===== config.mk =====
export PLATFORM = sky130hd
export DESIGN_NAME = ps2_key_decoder
export DESIGN_NICKNAME = d
export VERILOG_FILES = /design/src/rtl/ps2_pkg.sv /design/src/rtl/ps2_rx_frame.sv /design/src/rtl/ps2_key_decoder.sv
export SDC_FILE = /design/constraint.sdc
export NUM_CORES = 1
export LEC_CHECK = 0
export ABC_CLOCK_PERIOD_IN_PS = 2140
export BUFFER_PORTS_ARGS = -buffer_cell sky130_fd_sc_hd__buf_2
export CORE_MARGIN = 10
export CORE_UTILIZATION = 53
export DETAILED_ROUTE_END_ITERATION = 10
export GPL_ROUTABILITY_DRIVEN = 0
export HOLD_SLACK_MARGIN = 0.08
export PLACE_DENSITY = 0.82
export SYNTH_ARGS = -nofsm -noshare
export SYNTH_HDL_FRONTEND = slang
export SYNTH_HIERARCHICAL = 1
export SYNTH_SLANG_ARGS = --single-unit

===== constraint.sdc =====
create_clock -name clk -period 2.14 [get_ports clk]
set_input_delay 0.107 -clock clk [delete_from_list [all_inputs] [get_ports clk]]
set_output_delay 0.107 -clock clk [all_outputs]
set_load 0.01 [all_outputs]

===== src/rtl/ps2_pkg.sv =====
// Shared types, scan-code constants and the frame validity rule for the PS/2 key decoder.
package ps2_pkg;

    typedef enum logic [1:0] {
        IDLE  = 2'd0,
        RECV  = 2'd1,
        CHECK = 2'd2
    } rx_state_t;

    localparam logic [7:0] SC_A     = 8'h1C;
    localparam logic [7:0] SC_W     = 8'h1D;
    localparam logic [7:0] SC_D     = 8'h23;
    localparam logic [7:0] SC_X     = 8'h22;
    localparam logic [7:0] SC_S     = 8'h1B;
    localparam logic [7:0] SC_SPACE = 8'h29;
    localparam logic [7:0] SC_ESC   = 8'h76;
    localparam logic [7:0] SC_BREAK = 8'hF0;
    localparam logic [7:0] SC_EXT   = 8'hE0;

    localparam int NUM_KEYS = 7;

    // Element 0 is key A; the order matches the key output bundle in the top.
    localparam logic [NUM_KEYS-1:0][7:0] KEY_CODES =
        {SC_ESC, SC_SPACE, SC_S, SC_X, SC_D, SC_W, SC_A};

    // frame[0] = start, frame[8:1] = data LSB first, frame[9] = odd parity, frame[10] = stop.
    function automatic logic frame_ok(input logic [10:0] frame);
        return (frame[0] == 1'b0) && (frame[10] == 1'b1) && (^frame[9:1] == 1'b1);
    endfunction

endpackage


===== src/rtl/ps2_rx_frame.sv =====
// PS/2 frame receiver: pin synchronisers, falling-edge detect, 11-bit framing FSM,
// parity/start/stop check and inter-edge timeout. Emits single-cycle strobes.
module ps2_rx_frame
    import ps2_pkg::*;
#(
    parameter int TIMEOUT_CYCLES = 100_000,
    parameter int SYNC_STAGES    = 2
) (
    input  logic       clk,
    input  logic       reset,
    input  logic       ps2_clk_i,
    input  logic       ps2_data_i,
    output logic [7:0] byte_o,
    output logic       byte_valid_o,
    output logic       frame_bad_o,
    output logic       timeout_o
);

    localparam int IDLE_W = $clog2(TIMEOUT_CYCLES + 1);
    localparam logic [IDLE_W-1:0] TMO = IDLE_W'(TIMEOUT_CYCLES);

    logic [SYNC_STAGES-1:0] clk_sync_q;
    logic [SYNC_STAGES-1:0] data_sync_q;
    logic                   clk_prev_q;
    rx_state_t              state_q, state_d;
    logic [3:0]             bit_cnt_q, bit_cnt_d;
    logic [IDLE_W-1:0]      idle_cnt_q, idle_cnt_d;
    logic [9:0]             shift_q, shift_d;
    logic                   fall;
    logic                   bit_in;
    logic [10:0]            frame_w;

    // Synchronisers idle high so reset never fabricates a falling edge.
    always_ff @(posedge clk) begin
        if (reset) begin
            clk_sync_q  <= '1;
            data_sync_q <= '1;
            clk_prev_q  <= 1'b1;
        end else begin
            clk_sync_q  <= {clk_sync_q[SYNC_STAGES-2:0], ps2_clk_i};
            data_sync_q <= {data_sync_q[SYNC_STAGES-2:0], ps2_data_i};
            clk_prev_q  <= clk_sync_q[SYNC_STAGES-1];
        end
    end

    assign fall    = clk_prev_q & ~clk_sync_q[SYNC_STAGES-1];
    assign bit_in  = data_sync_q[SYNC_STAGES-1];
    assign frame_w = {bit_in, shift_q};
    assign byte_o  = frame_w[8:1];

    always_comb begin
        state_d      = state_q;
        bit_cnt_d    = bit_cnt_q;
        idle_cnt_d   = idle_cnt_q;
        shift_d      = shift_q;
        byte_valid_o = 1'b0;
        frame_bad_o  = 1'b0;
        timeout_o    = 1'b0;
        case (state_q)
            IDLE: begin
                if (fall) begin
                    state_d    = RECV;
                    bit_cnt_d  = 4'd1;
                    idle_cnt_d = '0;
                    shift_d    = frame_w[10:1];
                end
            end
            RECV: begin
                // An edge on the terminal-count cycle still counts as a bit.
                if (fall) begin
                    idle_cnt_d = '0;
                    shift_d    = frame_w[10:1];
                    if (bit_cnt_q == 4'd10) begin
                        state_d      = CHECK;
                        bit_cnt_d    = 4'd0;
                        byte_valid_o = frame_ok(frame_w);
                        frame_bad_o  = ~frame_ok(frame_w);
                    end else begin
                        bit_cnt_d = bit_cnt_q + 4'd1;
                    end
                end else if (idle_cnt_q == TMO) begin
                    timeout_o  = 1'b1;
                    state_d    = IDLE;
                    bit_cnt_d  = 4'd0;
                    idle_cnt_d = '0;
                end else begin
                    idle_cnt_d = idle_cnt_q + IDLE_W'(1);
                end
            end
            CHECK: begin
                state_d = IDLE;
            end
            default: begin
                state_d   = IDLE;
                bit_cnt_d = 4'd0;
            end
        endcase
    end

    always_ff @(posedge clk) begin
        if (reset) begin
            state_q    <= IDLE;
            bit_cnt_q  <= 4'd0;
            idle_cnt_q <= '0;
            shift_q    <= '0;
        end else begin
            state_q    <= state_d;
            bit_cnt_q  <= bit_cnt_d;
            idle_cnt_q <= idle_cnt_d;
            shift_q    <= shift_d;
        end
    end

endmodule


===== src/rtl/ps2_key_decoder.sv =====
// PS/2 set-2 key decoder: tracks break/extended prefixes and holds a level per mapped key.
module ps2_key_decoder
    import ps2_pkg::*;
#(
    parameter int TIMEOUT_CYCLES = 100_000,
    parameter int SYNC_STAGES    = 2
) (
    input  logic       clk,
    input  logic       reset,
    input  logic       PS2_CLK,
    input  logic       PS2_DATA,
    output logic       key_A,
    output logic       key_W,
    output logic       key_D,
    output logic       key_X,
    output logic       key_S,
    output logic       key_space,
    output logic       key_esc,
    output logic [7:0] scan_code,
    output logic       scan_valid,
    output logic       frame_error
);

    logic [7:0]          rx_byte;
    logic                rx_valid;
    logic                rx_bad;
    logic                rx_timeout;
    logic                plain_byte;
    logic [7:0]          scan_code_q, scan_code_d;
    logic                scan_valid_q, scan_valid_d;
    logic                frame_error_q, frame_error_d;
    logic                break_pend_q, break_pend_d;
    logic                ext_pend_q, ext_pend_d;
    logic [NUM_KEYS-1:0] key_q;

    ps2_rx_frame #(
        .TIMEOUT_CYCLES (TIMEOUT_CYCLES),
        .SYNC_STAGES    (SYNC_STAGES)
    ) u_rx (
        .clk          (clk),
        .reset        (reset),
        .ps2_clk_i    (PS2_CLK),
        .ps2_data_i   (PS2_DATA),
        .byte_o       (rx_byte),
        .byte_valid_o (rx_valid),
        .frame_bad_o  (rx_bad),
        .timeout_o    (rx_timeout)
    );

    assign plain_byte = rx_valid && (rx_byte != SC_BREAK) && (rx_byte != SC_EXT);

    // A timeout only aborts the frame; a corrupted frame also drops any pending prefix.
    always_comb begin
        scan_code_d   = scan_code_q;
        scan_valid_d  = rx_valid;
        frame_error_d = rx_bad | rx_timeout;
        break_pend_d  = break_pend_q;
        ext_pend_d    = ext_pend_q;
        if (rx_valid) begin
            scan_code_d = rx_byte;
            if (rx_byte == SC_BREAK) begin
                break_pend_d = 1'b1;
            end else if (rx_byte == SC_EXT) begin
                ext_pend_d = 1'b1;
            end else begin
                break_pend_d = 1'b0;
                ext_pend_d   = 1'b0;
            end
        end else if (rx_bad) begin
            break_pend_d = 1'b0;
            ext_pend_d   = 1'b0;
        end
    end

    always_ff @(posedge clk) begin
        if (reset) begin
            scan_code_q   <= 8'h00;
            scan_valid_q  <= 1'b0;
            frame_error_q <= 1'b0;
            break_pend_q  <= 1'b0;
            ext_pend_q    <= 1'b0;
        end else begin
            scan_code_q   <= scan_code_d;
            scan_valid_q  <= scan_valid_d;
            frame_error_q <= frame_error_d;
            break_pend_q  <= break_pend_d;
            ext_pend_q    <= ext_pend_d;
        end
    end

    genvar gi;
    generate
        for (gi = 0; gi < NUM_KEYS; gi++) begin : g_key
            always_ff @(posedge clk) begin
                if (reset) begin
                    key_q[gi] <= 1'b0;
                end else if (plain_byte && !ext_pend_q && (rx_byte == KEY_CODES[gi])) begin
                    key_q[gi] <= ~break_pend_q;
                end
            end
        end
    endgenerate

    assign {key_esc, key_space, key_S, key_X, key_D, key_W, key_A} = key_q;
    assign scan_code   = scan_code_q;
    assign scan_valid  = scan_valid_q;
    assign frame_error = frame_error_q;

endmodule


==> results by group, run 1 <==
STA
  – Max Slew Vio Count: 0
  – Worst Skew: 0.00544 ns
  – Worst Max-Slew Pin Slew: 0.683 ns
  – Period utilisation layout: 0.960
  – Hold_ws: between 0.3 and 0.4 ns
  – Max_slew headroom: 0.545
  – RSZ-0062 raised after global routing: yes
  – Max Freq: 487 MHz
  – Period minus WS final: 2.06 ns
  – Setup-failing EPs final: 0
  – Final hold vios: 0

Yosys
  – Mapped Cells: 305
  – Most frequently used flop master after synthesis: dfxtp_1
  – Syn. warnings: 6
  – Simple-gate share of the synthesized area: 0.283
  – Cell variety after synth: just over 50
  – Mean Syn Cell Area: 8.93 µm²
  – Post-synthesis compound-gate area fraction: 0.114
  – Sequential area share after synthesis: 0.419
  – Register bit count reported by yosys: 57
  – Fraction of registers with async set/reset: 0
  – Post-synth EDFFs: 0
  – Adder-Cell Fraction of Synth Area: 0.0184
  – Post-synthesis xor/xnor area fraction: 0.0450
  – Syn Nets: 313
  – Cell area after synthesis: about 0.0027 mm²
  – Largest family of logic cells by synthesized area: simple AND/OR/NAND/NOR gates
  – Post-synthesis mux area share: 0.0588

GRT
  – Initial antenna violation count: 0
  – Vias in the first global route: 2174
  – Aggregate global routing overflow: 0
  – Largest net degree at the start of global routing: 43
  – First-pass GRT wire length: 9920 µm
  – Total GRT Usage: 0.142

Power and ir drop
  – Clk network pwr share: 0.470
  – Peak supply drop: between 500 and 600 µV
  – PwrDens: 681 mW/mm²
  – Comb power frac: 0.042
  – Leakage power: 1.21 nW
  – Internal: approximately 1.7 mW
  – Register share of total power: 0.489
  – Sw Share: 0.212
  – Tot Pwr: 2.20 mW
  – NetSw: 467 µW

Placed design
  – # port buffers: 20
  – Placed wire-length estimate: 4040 µm

Clocking
  – CTS tree: yes
  – CTS H-tree depth: 3
  – CTS Buffer Depth: 2
  – Clock Latency Late Sink: between 0.3 and 0.4 ns
  – Num CTS Buffers: 9
  – Clk slew on worst S/H paths: 0.06 ns
  – Root Driver: clkbuf_8
  – Clock sinks: 57

Outcome
  – Status: complete, no violations

Floorplanning
  – Die height: 91.7 µm
  – Core Area: 0.00504 mm²
  – Die W: 91.7 µm
  – Starting Density: 0.540
  – Die area: 0.00841 mm²
  – Std-Cell Rows: 26
  – Top Ports: 21

Worst setup path
  – Crit path arrival time: about 2.3 ns
  – R2R depth: 9
  – Startpoint Class: flop
  – CP startpoint: u_rx/shift_q[6]$_SDFFE_PP0P_
  – FF-to-FF End: key_A$_SDFFE_PP0P_
  – Reg-to-reg startpoint: u_rx/shift_q[6]$_SDFFE_PP0P_
  – Crit path capture: key_A$_SDFFE_PP0P_
  – Critical Path RT: 2.35 ns
  – Crit path max fanout: 4
  – Crit. End Element: flop
  – Setup CP Type: reg2reg
  – Reg2reg setup slack: 0.08 ns

Worst hold path
  – HP Class: in2reg
  – Hold Crit Start: reset
  – Worst hold path depth: 2

Cells and area
  – P&R area growth vs syn: 18.9%
  – Share of layout cells above drive strength 1: 0.226
  – Fill cells: a little over 400
  – N_diodes: 0
  – Nets: around 340

Route
  – WL/cell: roughly 15 µm
  – Starting DRT DRC Count: between 200 and 250
  – Antenna-violating nets left: 0
  – # DRC: 0
  – Vias after detailed routing: 2325
  – Via/cell ratio: approximately 5.7
  – First-pass detailed-route iteration total: 4
  – Post-Route WL: 6060 µm

Flow run
  – Max-cap violations: 0
==> power groups by stage <==
stage	Combinational, mW	Sequential, mW	Clock, mW
floorplan	0.0652	1.10	0
global placement	0.0825	1.10	0
detailed placement	0.0850	1.10	0
CTS	0.0880	1.08	1.06
global route	0.101	1.08	1.10
finish	0.0920	1.08	1.03
==> cell usage in the layout, fill, tap and decap left out, drive strengths merged, types with 3 or more instances in the layout <==
master	netlist	routed
nand4	8	8
mux2i	16	16
or2	6	6
a311oi	7	7
nor4b	5	5
inv	11	11
nand2	31	31
nand3	9	9
nand2b	12	12
xnor2	12	12
and4b	3	3
a41oi	4	4
a21oi	17	17
ha	4	4
nor3	8	8
and4bb	3	3
nor2	34	34
clkbuf	7	15
nor2b	4	4
dfxtp	57	57
buf	14	38
o21ai	7	7
==> repair_timing <==
item / 4_1_cts / 5_1_grt
resized for setup: 0 / 9
setup endpoints to repair: 0 / 11
hold buffers: 2 / 0
endpoints found under the hold margin: 2 / 0
setup buffers: 0 / 2
==> layout make-up <==
cell class	count	area (µm²)	share of cell area
repair buffers	41	293	0.0904
flip-flops and latches	57	1140	0.354
well taps	70	87.6	0.0270
clock inverters	2	35.0	0.0108
clock buffers	14	173	0.0533
multi-input cells	216	1460	0.452
inverters	11	41.3	0.0128
==> cells by family (layout without fill, tap and decap cells) <==
kind of cell	count (synthesis)	after routing
AOI/OAI and AO/OA	46	46
DFF	57	57
xor gates and xnor gates	14	14
muxes	16	16
adders and majority gates	4	4
buffers and inverters	32	68
and+or+nand+nor	136	136
==> per-stage QoR <==
| step | std cells | TNS, ns | utilization | setup WS, ns | instance area (µm²) |
|---|---|---|---|---|---|
| 3_5_place_dp | 390 | 0 | 0.580 | 0.0659 | 2920 |
| 2_1_floorplan | 305 | 0 | - | 0.111 | 2730 |
| 4_1_cts | 408 | 0 | 0.625 | 0.0455 | 3150 |
| 5_1_grt | 411 | -0.295 | 0.642 | -0.0532 | 3240 |
| 6_report | 411 | 0 | 0.642 | 0.0847 | 3240 |
| 3_3_place_gp | 390 | 0 | 0.580 | 0.188 | 2920 |
==> synthesized netlist by cell type, types with 5 or more instances <==
cell | count | area (µm²)
dfxtp_1 | 57 | 1140
nor2_1 | 34 | 128
nand2_1 | 31 | 116
a21oi_1 | 17 | 85.1
mux2i_1 | 16 | 160
xnor2_1 | 12 | 105
inv_1 | 11 | 41.3
nand2b_1 | 11 | 68.8
buf_4 | 10 | 75.1
nand3_1 | 9 | 45.0
nor3_1 | 8 | 40.0
a311oi_1 | 7 | 61.3
clkbuf_1 | 7 | 26.3
nand4_1 | 7 | 43.8
or2_2 | 6 | 37.5
o21ai_0 | 5 | 25.0
==> how the worst min path moves through the flow <==
stage | slack [ns] | end
after floorplan | 0.21 | u_rx/clk_sync_q[0]$_SDFF_PP1_
after global routing | 0.32 | scan_code[6]$_SDFFE_PP0P_
after global placement | 0.29 | u_rx/clk_sync_q[0]$_SDFF_PP1_
after CTS | 0.29 | scan_code[1]$_SDFFE_PP0P_
final | 0.31 | scan_code[0]$_SDFFE_PP0P_
after detailed placement | 0.29 | u_rx/clk_sync_q[0]$_SDFF_PP1_
==> state kept, by name (all words and copies together), names as in the netlist <==
name	flops
ext_pend_q	1
key_X	1
u_rx/clk_sync_q	2
key_D	1
u_rx/shift_q	10
key_W	1
frame_error	1
u_rx/data_sync_q	2
u_rx/clk_prev_q	1
key_esc	1
scan_valid	1
break_pend_q	1
u_rx/idle_cnt_q	17
u_rx/bit_cnt_q	4
scan_code	8
key_A	1
key_space	1
key_S	1
u_rx/state_q	2
==> worst max-delay path, stage by stage, from the launching register on <==
cell	delay, ns
dfxtp_2	0.34
xnor2_2	0.14
xnor2_1	0.18
xnor2_1	0.16
xnor2_1	0.17
nor4b_4	0.25
buf_4	0.20
and4bb_1	0.22
nand4b_1	0.13
mux2i_1	0.15
==> per-layer routing <==
layer  up-vias  part of all wire  track usage
met5         -                 0            0
li1       1130                 -            -
met4         0             0.025       0.0810
met1      1107              0.44        0.160
met2        74              0.47        0.229
met3        14             0.065       0.0513
(Power assumes the default switching activity.)
==> inputs of run 2 (changes only) <==
- CORE_UTILIZATION: 53 -> 56
- CTS_BUF_LIST: unset -> sky130_fd_sc_hd__clkbuf_8
- PLACE_DENSITY: 0.82 -> 0.85
==> results by group, run 2 (same netlist as run 1, synthesis figures left out) <==
Placed design
  – DP Cell Count: 389 (-0.26%)
  – Placed Area: 0.00292 mm² (about the same)
  – Placed wire-length estimate: 3990 µm (-1.1%)
  – # port buffers: 20 (unchanged)

STA
  – Hold_ws: 0.283 ns (-0.0244 ns)
  – Max Freq: 461 MHz (-5.2%)
  – Period utilisation layout: 1.01 (+0.0527)
  – Worst Max-Slew Pin Slew: 0.683 ns (+0.000629 ns)
  – Period minus WS final: 2.17 ns (+0.113 ns)
  – Max_slew headroom: 0.540 (-0.00523)
  – Setup-failing EPs final: 1 (+1)
  – PnR worst setup slack: -0.0280 ns (-0.113 ns)
  – Final hold vios: 0 (unchanged)
  – Max Slew Vio Count: 0 (unchanged)
  – Worst Skew: 0.00907 ns (+0.00362 ns)
  – RSZ-0062 raised after global routing: yes

Worst setup path
  – Reg2reg setup slack: -0.03 ns (-0.11 ns)
  – Startpoint Class: flop
  – Crit. End Element: flop
  – Crit path max fanout: 5 (+1)
  – Crit path arrival time: 2.40 ns (+0.13 ns)
  – R2R depth: 9 (unchanged)
  – Setup CP Type: reg2reg
  – Critical Path RT: 2.38 ns (+0.03 ns)

Floorplanning
  – Std-Cell Rows: 25 (-3.8%)
  – Top Ports: 21 (unchanged)
  – Starting Density: 0.577 (+0.0365)
  – Die area: 0.00805 mm² (-4.2%)
  – Core Area: 0.00472 mm² (-6.3%)
  – Die height: 89.7 µm (-2.1%)
  – Die W: 89.7 µm (-2.1%)

Flow run
  – Max-cap violations: 0 (unchanged)

Worst hold path
  – Worst hold path depth: 2 (unchanged)
  – HP Class: in2reg

Clocking
  – CTS Buffer Depth: 2 (unchanged)
  – Root Driver: clkbuf_8
  – Clock Latency Late Sink: 0.34 ns (about the same)
  – Clk slew on worst S/H paths: 0.07 ns (about the same)
  – CTS tree: yes
  – CTS H-tree depth: 3 (unchanged)
  – Clock sinks: 57 (unchanged)
  – Num CTS Buffers: 9 (unchanged)

GRT
  – Initial antenna violation count: 0 (unchanged)
  – Largest net degree at the start of global routing: 41 (-4.7%)
  – Aggregate global routing overflow: 0 (unchanged)
  – Vias in the first global route: 2247 (+3.4%)
  – Total GRT Usage: 0.148 (+0.00575)
  – First-pass GRT wire length: 10000 µm (+0.84%)

Cells and area
  – Max FFs per register: 17 (unchanged)
  – P&R area growth vs syn: 20.3%
  – Nets: 344 (unchanged)
  – Biggest register: u_rx/idle_cnt_q
  – N_diodes: 0 (unchanged)
  – Final Util: 0.694 (+0.0513)
  – Final Cell Area: 0.00328 mm² (+1.2%)
  – Most frequent cells in the layout: 52 x dfxtp_1, 34 x nor2_1, 31 x nand2_1, 20 x buf_2, 19 x buf_4
  – Cell Count, Final, Fillers Out: 408 (-0.73%)
  – Share of layout cells above drive strength 1: 0.238 (+0.0117)
  – Commonest non-fill, non-tap cell in the layout: dfxtp_1

Outcome
  – Status: finished with violations
  – Failing checks: setup timing

Power and ir drop
  – PwrDens: 776 mW/mm² (+14%)
  – Leakage power: 1.24 nW (+2.1%)
  – Tot Pwr: 2.54 mW (+15%)
  – Peak supply drop: 594 µV (+14%)

Route
  – WL/cell: 14.4 µm (-2.4%)
  – Post-Route WL: 5870 µm (-3.1%)
  – First-pass detailed-route iteration total: 5 (+1)
  – Vias after detailed routing: 2297 (-1.2%)
  – Antenna-violating nets left: 0 (unchanged)
  – Starting DRT DRC Count: 129 (-36%)
  – # DRC: 0 (unchanged)
  – Via/cell ratio: 5.63 (-0.48%)
-- run 2: cell count changes in the layout (fill, tap and decap cells not counted) --
cell	delta
bufinv_16	+3
buf_4	+2
clkbuf_1	-2
dfxtp_1	-2
dfxtp_2	+2
buf_12	-1
clkbuf_16	-1
clkbuf_8	-1
o32ai_1	+1
o32ai_2	-1
xnor2_1	-1
xnor2_2	+1
-- run 2: layout make-up --
type                    count  area (µm²)
multi-input cells         216        1460
fillers                   346        1450
flip-flops and latches     57        1150
repair buffers             41         263
clock buffers              11         151
clock inverters             5         125
well taps                  67        83.8
inverters                  11        41.3
-- run 2: final timing paths --
check,to,start
max,key_A$_SDFFE_PP0P_,u_rx/shift_q[8]$_SDFFE_PP0P_
min,frame_error$_SDFF_PP0_,reset
max reg2reg,key_A$_SDFFE_PP0P_,u_rx/shift_q[8]$_SDFFE_PP0P_
min reg2reg,u_rx/data_sync_q[1]$_SDFF_PP1_,u_rx/data_sync_q[0]$_SDFF_PP1_
-- run 2: worst max-delay path, cell delays in order, from the launching register on --
cell,delay (ns)
dfxtp_2,0.34
xnor2_2,0.19
xnor2_1,0.17
xnor2_1,0.17
xnor2_1,0.18
nor4b_4,0.31
buf_4,0.19
and4bb_1,0.22
nand4b_1,0.12
mux2i_1,0.15
-- run 2: where the power goes --
part	internal [mW]	leakage, nW	switching [mW]
registers	1.07	0.463	0.00780
clock network	0.952	0.140	0.419
logic	0.0367	0.638	0.0565
total	2.06	1.24	0.484
-- run 2: routing by layer --
layer	vias to the layer above	share of wire	global-route usage
li1	1141	-	-
met1	1089	0.40	0.150
met2	55	0.52	0.250
met3	12	0.061	0.0648
met4	0	0.020	0.0809
met5	-	0	0
-- run 2: per-stage QoR --
step	setup slack [ns]	setup TNS, ns
after floorplan	0.111	0
after global placement	0.130	0
after detailed placement	0.0430	0
after CTS	0.0110	0
after global routing	-0.113	-0.406
final	-0.0280	-0.0280
-- run 2: repair_timing --
action / 4_1_cts / 5_1_grt
setup endpoints to repair: 0 / 9
hold buffers: 2 / 0
buffers inserted: 0 / 1
endpoints found under the hold margin: 2 / 0
resized for setup: 0 / 11
